--- src/rtl/reg_readout_tx_pkg.sv ---
// Shared types and constants for the register read-back serial transmitter.
package reg_readout_tx_pkg;

  typedef enum logic [2:0] {
    StIdle   = 3'd0,
    StArmed  = 3'd1,
    StStart  = 3'd2,
    StData   = 3'd3,
    StParity = 3'd4,
    StStop   = 3'd5
  } state_e;

  localparam logic LINE_IDLE = 1'b1;
  localparam logic START_BIT = 1'b0;

  // A counter must be at least one bit wide, even for a single-bit data field.
  function automatic int unsigned cnt_width(input int unsigned width);
    return (width <= 1) ? 1 : $clog2(width);
  endfunction

endpackage

--- src/rtl/reg_readout_tx_if.sv ---
// Request/tick inputs and serial/status outputs of the read-back transmitter.
interface reg_readout_tx_if #(
  parameter int unsigned REGISTER_WIDTH = 4,
  parameter int unsigned NUM_REGS       = 4,
  parameter int unsigned SEL_WIDTH      = 2
);
  logic [NUM_REGS*REGISTER_WIDTH-1:0] regs_i;
  logic [SEL_WIDTH-1:0]               sel_i;
  logic                               req_i;
  logic                               tick_i;
  logic                               ser_o;
  logic                               busy_o;
  logic                               done_o;
  logic [REGISTER_WIDTH-1:0]          data_o;

  modport master (
    output regs_i, sel_i, req_i, tick_i,
    input  ser_o, busy_o, done_o, data_o
  );

  modport slave (
    input  regs_i, sel_i, req_i, tick_i,
    output ser_o, busy_o, done_o, data_o
  );
endinterface

--- src/rtl/reg_readout_tx.sv ---
// Captures one selected register on request and shifts it out as
// start / data LSB-first / optional even parity / stop, one bit per tick.
module reg_readout_tx
  import reg_readout_tx_pkg::*;
#(
  parameter int unsigned REGISTER_WIDTH = 4,
  parameter int unsigned NUM_REGS       = 4,
  parameter int unsigned SEL_WIDTH      = 2,
  parameter int unsigned PARITY_EN      = 1
) (
  input  logic              clk_i,
  input  logic              reset_ni,
  reg_readout_tx_if.slave   tx_bus
);

  localparam int unsigned CntW = cnt_width(REGISTER_WIDTH);

  state_e                    r_state, w_state_d;
  logic [REGISTER_WIDTH-1:0] r_shift, w_shift_d;
  logic [REGISTER_WIDTH-1:0] r_data, w_data_d;
  logic [REGISTER_WIDTH-1:0] w_sel_val;
  logic [CntW-1:0]           r_cnt, w_cnt_d;
  logic                      r_par, w_par_d;
  logic                      r_ser, w_ser_d;
  logic                      w_done;

  // Out-of-range selects fall through to zero.
  always_comb begin
    w_sel_val = '0;
    for (int k = 0; k < int'(NUM_REGS); k++) begin
      if (tx_bus.sel_i == SEL_WIDTH'(k)) begin
        w_sel_val = tx_bus.regs_i[k*REGISTER_WIDTH +: REGISTER_WIDTH];
      end
    end
  end

  always_comb begin
    w_state_d = r_state;
    w_shift_d = r_shift;
    w_data_d  = r_data;
    w_cnt_d   = r_cnt;
    w_par_d   = r_par;
    w_done    = 1'b0;
    unique case (r_state)
      StIdle: begin
        if (tx_bus.req_i) begin
          w_state_d = StArmed;
          w_shift_d = w_sel_val;
          w_data_d  = w_sel_val;
          w_par_d   = ^w_sel_val;
          w_cnt_d   = '0;
        end
      end
      StArmed: if (tx_bus.tick_i) w_state_d = StStart;
      StStart: begin
        if (tx_bus.tick_i) begin
          w_state_d = StData;
          w_cnt_d   = '0;
        end
      end
      StData: begin
        if (tx_bus.tick_i) begin
          if (r_cnt == CntW'(REGISTER_WIDTH - 1)) begin
            w_state_d = (PARITY_EN != 0) ? StParity : StStop;
          end else begin
            w_shift_d = r_shift >> 1;
            w_cnt_d   = r_cnt + CntW'(1);
          end
        end
      end
      StParity: if (tx_bus.tick_i) w_state_d = StStop;
      StStop: begin
        if (tx_bus.tick_i) begin
          w_state_d = StIdle;
          w_done    = 1'b1;
        end
      end
      default: w_state_d = StIdle;
    endcase
  end

  // Line level is decoded from the next state so ser_o comes straight from a flop.
  always_comb begin
    w_ser_d = LINE_IDLE;
    unique case (w_state_d)
      StStart:  w_ser_d = START_BIT;
      StData:   w_ser_d = w_shift_d[0];
      StParity: w_ser_d = r_par;
      default:  w_ser_d = LINE_IDLE;
    endcase
  end

  always_ff @(posedge clk_i or negedge reset_ni) begin
    if (!reset_ni) begin
      r_state <= StIdle;
      r_shift <= '0;
      r_data  <= '0;
      r_cnt   <= '0;
      r_par   <= 1'b0;
      r_ser   <= LINE_IDLE;
    end else begin
      r_state <= w_state_d;
      r_shift <= w_shift_d;
      r_data  <= w_data_d;
      r_cnt   <= w_cnt_d;
      r_par   <= w_par_d;
      r_ser   <= w_ser_d;
    end
  end

  assign tx_bus.ser_o  = r_ser;
  assign tx_bus.busy_o = (r_state != StIdle);
  assign tx_bus.done_o = w_done;
  assign tx_bus.data_o = r_data;

endmodule
--- src/flat_wrapper.sv ---
// flat-port wrapper written by rule: the top's interface ports become plain ports
module reg_readout_tx_flat import reg_readout_tx_pkg::*;
#(
  parameter int unsigned REGISTER_WIDTH = 4,
  parameter int unsigned NUM_REGS       = 4,
  parameter int unsigned SEL_WIDTH      = 2,
  parameter int unsigned PARITY_EN      = 1
)
  (clk_i, reset_ni, tx_bus_regs_i, tx_bus_sel_i, tx_bus_req_i, tx_bus_tick_i, tx_bus_ser_o, tx_bus_busy_o, tx_bus_done_o, tx_bus_data_o);
  reg_readout_tx_if #(.REGISTER_WIDTH(REGISTER_WIDTH), .NUM_REGS(NUM_REGS), .SEL_WIDTH(SEL_WIDTH)) tx_bus_i ();
  input  logic clk_i;
  input  logic reset_ni;
  input wire logic [$bits(tx_bus_i.regs_i)-1:0] tx_bus_regs_i;
  input wire logic [$bits(tx_bus_i.sel_i)-1:0] tx_bus_sel_i;
  input wire logic [$bits(tx_bus_i.req_i)-1:0] tx_bus_req_i;
  input wire logic [$bits(tx_bus_i.tick_i)-1:0] tx_bus_tick_i;
  output wire logic [$bits(tx_bus_i.ser_o)-1:0] tx_bus_ser_o;
  output wire logic [$bits(tx_bus_i.busy_o)-1:0] tx_bus_busy_o;
  output wire logic [$bits(tx_bus_i.done_o)-1:0] tx_bus_done_o;
  output wire logic [$bits(tx_bus_i.data_o)-1:0] tx_bus_data_o;
  assign tx_bus_i.regs_i = tx_bus_regs_i;
  assign tx_bus_i.sel_i = tx_bus_sel_i;
  assign tx_bus_i.req_i = tx_bus_req_i;
  assign tx_bus_i.tick_i = tx_bus_tick_i;
  assign tx_bus_ser_o = tx_bus_i.ser_o;
  assign tx_bus_busy_o = tx_bus_i.busy_o;
  assign tx_bus_done_o = tx_bus_i.done_o;
  assign tx_bus_data_o = tx_bus_i.data_o;
  reg_readout_tx #(.REGISTER_WIDTH(REGISTER_WIDTH), .NUM_REGS(NUM_REGS), .SEL_WIDTH(SEL_WIDTH), .PARITY_EN(PARITY_EN)) u_core (.clk_i(clk_i), .reset_ni(reset_ni), .tx_bus(tx_bus_i));
endmodule
--- config.mk ---
export PLATFORM = sky130hd
export DESIGN_NAME = reg_readout_tx_flat
export DESIGN_NICKNAME = d
export VERILOG_FILES = /design/src/rtl/reg_readout_tx_pkg.sv /design/src/rtl/reg_readout_tx_if.sv /design/src/rtl/reg_readout_tx.sv /design/src/flat_wrapper.sv
export SDC_FILE = /design/constraint.sdc
export NUM_CORES = 1
export LEC_CHECK = 0
export BUFFER_PORTS_ARGS = -buffer_cell sky130_fd_sc_hd__buf_2
export CAP_MARGIN = 20
export CORE_MARGIN = 3
export CORE_UTILIZATION = 52
export CTS_CLUSTER_SIZE = 10
export DETAILED_ROUTE_END_ITERATION = 8
export PLACE_DENSITY_LB_ADDON = 0.05
export SLEW_MARGIN = 15
export SYNTH_ARGS = -nofsm -noshare
export SYNTH_HDL_FRONTEND = slang
export SYNTH_SLANG_ARGS = --single-unit
--- constraint.sdc ---
create_clock -name clk_i -period 5.7 [get_ports clk_i]
set_clock_uncertainty 0.1 [all_clocks]
set_input_delay 1.425 -clock clk_i [delete_from_list [all_inputs] [get_ports clk_i]]
set_output_delay 1.425 -clock clk_i [all_outputs]
set_load 0.01 [all_outputs]
==> impl_metrics.json <==
{
  "clockBufferDepth": 2,
  "seqPwrFrac_pct": 45.8,
  "synth_top_area_cell": "dfrtp_1",
  "boundaryPins": 29,
  "p_leak_nw": 0.516,
  "maxCapViolations": 0,
  "worstPathMaxFanout": 6,
  "met2_usage_pct": 31.3,
  "path_clk_slew_ps": 80,
  "n_antenna_cell": 0,
  "tightest_slew_ps": 566,
  "ctsHoldBuffers": 0,
  "syn-num-nets": 103,
  "nNetsFinal": 132,
  "syn_inst": 80,
  "cts_resized": 0,
  "drive_gt1_share_pct": 32.4,
  "antenna_found_initial": 0,
  "clock-sinks": 15,
  "cts_max_level": 1,
  "busiest_layer": "met2",
  "r2r-start": "u_core.r_state[0]$_DFF_PN0_",
  "clk_latency_ps": 280,
  "hpwl_um": 1410,
  "power.density_nw_per_um2": 402,
  "die_w_um": 46.4,
  "setup_tns_ps": 0,
  "area_growth_pct": 20.1,
  "grt_pass1_vias": 649,
  "combPwrFrac_pct": 39.6,
  "detail-route-antenna-nets": 0,
  "period_needed_ps": 3450,
  "cts_tree": "built",
  "min_from": "u_core.tx_bus.data_o[2]$_DFFE_PN0P_",
  "post-place-ws_ps": 2250,
  "netlist_area_um2": 847,
  "slew_viol_final": 0,
  "layout_commonest_cell": "buf_2",
  "intPower_uw": 255,
  "syn_area_per_cell_um2": 10.6,
  "cp.required_ps": 4180,
  "core-area_um2": 1420,
  "p_total_uw": 409,
  "ys_ff_latch": 15,
  "drt-total-wl_um": 1740,
  "grtUsageMet1_pct": 23.8,
  "swShare_pct": 37.6,
  "fin_crit_sh_pct": 60.6,
  "rsz0062_at_grt": "no",
  "setup_viol": 0,
  "post-route-drc-count": 0,
  "grt_max_degree": 16,
  "synth_area_leaders": "dfrtp_1 (41%), mux4_1 (9.3%), nand2_1 (7.1%), dfstp_2 (3.1%), xnor2_1 (3.1%)",
  "status": "finished clean",
  "endpoint_kind": "primary output",
  "viasPerCell": 5.66,
  "setup_ws_ps": 2250,
  "use_met3_pct": 5.47,
  "cp-startpoint": "tx_bus_tick_i",
  "hold_class": "flop to flop",
  "start_util_pct": 59.9,
  "synth_cell_type_count": 36,
  "grt_usage_pct": 18.4,
  "rows": 13,
  "ir_drop_uv": 258,
  "cts_setup_buffers": 0,
  "fmax_mhz": 290,
  "grt.overflow.total": 0,
  "path_class": "input pin to primary output",
  "synth_top_area_share_pct": 41.4,
  "drt-initial-drc-count": 6,
  "io_buffer_count": 28,
  "fin_area_um2": 1020,
  "startpoint_type": "input pin",
  "placed_area_um2": 991,
  "grt_pass1_wl_um": 2810,
  "holdWs_ps": 382,
  "firstDrtPassIters": 4,
  "numCtsBuffers": 3,
  "p_switching_uw": 153,
  "root_buffer": "clkbuf_4",
  "vias": 696,
  "yosysSeqAreaShare_pct": 44.5,
  "cp.arrival_ps": 1930,
  "globalplace.congestion": 0.768,
  "hold_violations": 0,
  "slew_headroom_pct": 61.8,
  "yosysWarnings": 0,
  "dieArea_um2": 2150,
  "pwr-share-clk_pct": 14.6,
  "wire_per_inst_um": 14.1,
  "die_h_um": 46.4,
  "final_cell_mix": "buf_2 (28), nand2_1 (16), dfrtp_1 (14)"
}
-- state kept, by name (all words and copies together), names as in the netlist --
register,cells
u_core.r_shift,4
u_core.tx_bus.data_o,4
u_core.r_state,3
u_core.r_cnt,2
u_core.r_par,1
u_core.tx_bus.ser_o,1
-- metrics by stage --
stage,std cells,utilization (%)
floorplan,80,-
global route,123,71.9
CTS,123,71.9
detailed placement,119,70.0
global placement,119,70.0
finish,123,71.9
-- critical path: stages --
cell	delay (ps)
buf_2	120
nand2_1	120
nor2b_1	130
buf_2	130
-- cells in the mapped netlist --
master / count
clkbuf_1: 4
and2_4: 1
maj3_1: 1
a211oi_1: 1
or4b_1: 1
ha_1: 1
inv_1: 1
a221o_1: 1
a22o_1: 1
o21ai_0: 2
a211o_1: 1
and3_1: 1
or3b_2: 1
nand3_1: 1
nor2b_1: 3
mux4_2: 1
nor4_1: 1
nor4b_1: 1
or3_1: 2
and2_1: 1
mux4_1: 3
dfrtp_1: 14
dfstp_2: 1
a21boi_1: 1
a21oi_1: 3
a22oi_1: 2
a21o_1: 2
o21ai_1: 1
nand2_1: 16
nor3_1: 1
nand4b_1: 1
nand3b_1: 1
nor3b_1: 1
nor2_1: 1
xnor2_1: 3
o31ai_1: 2
-- cells by family after synthesis --
logic type / share of synthesized area, %
AO/OA/AOI/OAI: 13.9
multiplexers: 12.0
flip-flops: 44.5
buffers and inverters: 2.21
XOR/XNOR: 3.10
adder cells (fa/ha/maj): 2.66
AND/OR/NAND/NOR: 21.7
-- per-layer routing --
| layer | share of wire [%] | wire length (um) |
|---|---|---|
| met1 | 44 | 773 |
| met4 | 0 | 0 |
| met2 | 51 | 879 |
| met3 | 4.9 | 86 |
| met5 | 0 | 0 |
-- power by group through the flow --
stage	combinational [mW]	sequential [mW]	clock (mW)
after detailed placement	0.162	0.189	0
final	0.162	0.187	0.0597
after floorplan	0.120	0.178	0
after global placement	0.157	0.187	0
after CTS	0.164	0.187	0.0612
after global routing	0.184	0.194	0.0675
-- area by class of cell --
type / count / area [um^2]
Sequential cell: 15 / 377
Multi-Input combinational cell: 60 / 452
Tap cell: 15 / 18.8
Fill cell: 111 / 398
Clock buffer: 4 / 26.3
Inverter: 1 / 3.75
Timing Repair Buffer: 28 / 140
-- final timing paths --
| check | endpoint | slack, ps | cells after the start |
|---|---|---|---|
| max | tx_bus_done_o | 2250 | 4 |
| min | u_core.tx_bus.data_o[2]$_DFFE_PN0P_ | 380 | 2 |
| max reg2reg | u_core.tx_bus.ser_o$_DFF_PN1_ | 3680 | 4 |
| min reg2reg | u_core.tx_bus.data_o[2]$_DFFE_PN0P_ | 380 | 2 |
| max in group asynchronous | u_core.tx_bus.ser_o$_DFF_PN1_ | 4280 | 1 |
| min in group asynchronous | u_core.r_cnt[0]$_DFFE_PN0P_ | 930 | 1 |
Note: power is estimated with default switching activity, not from simulation.
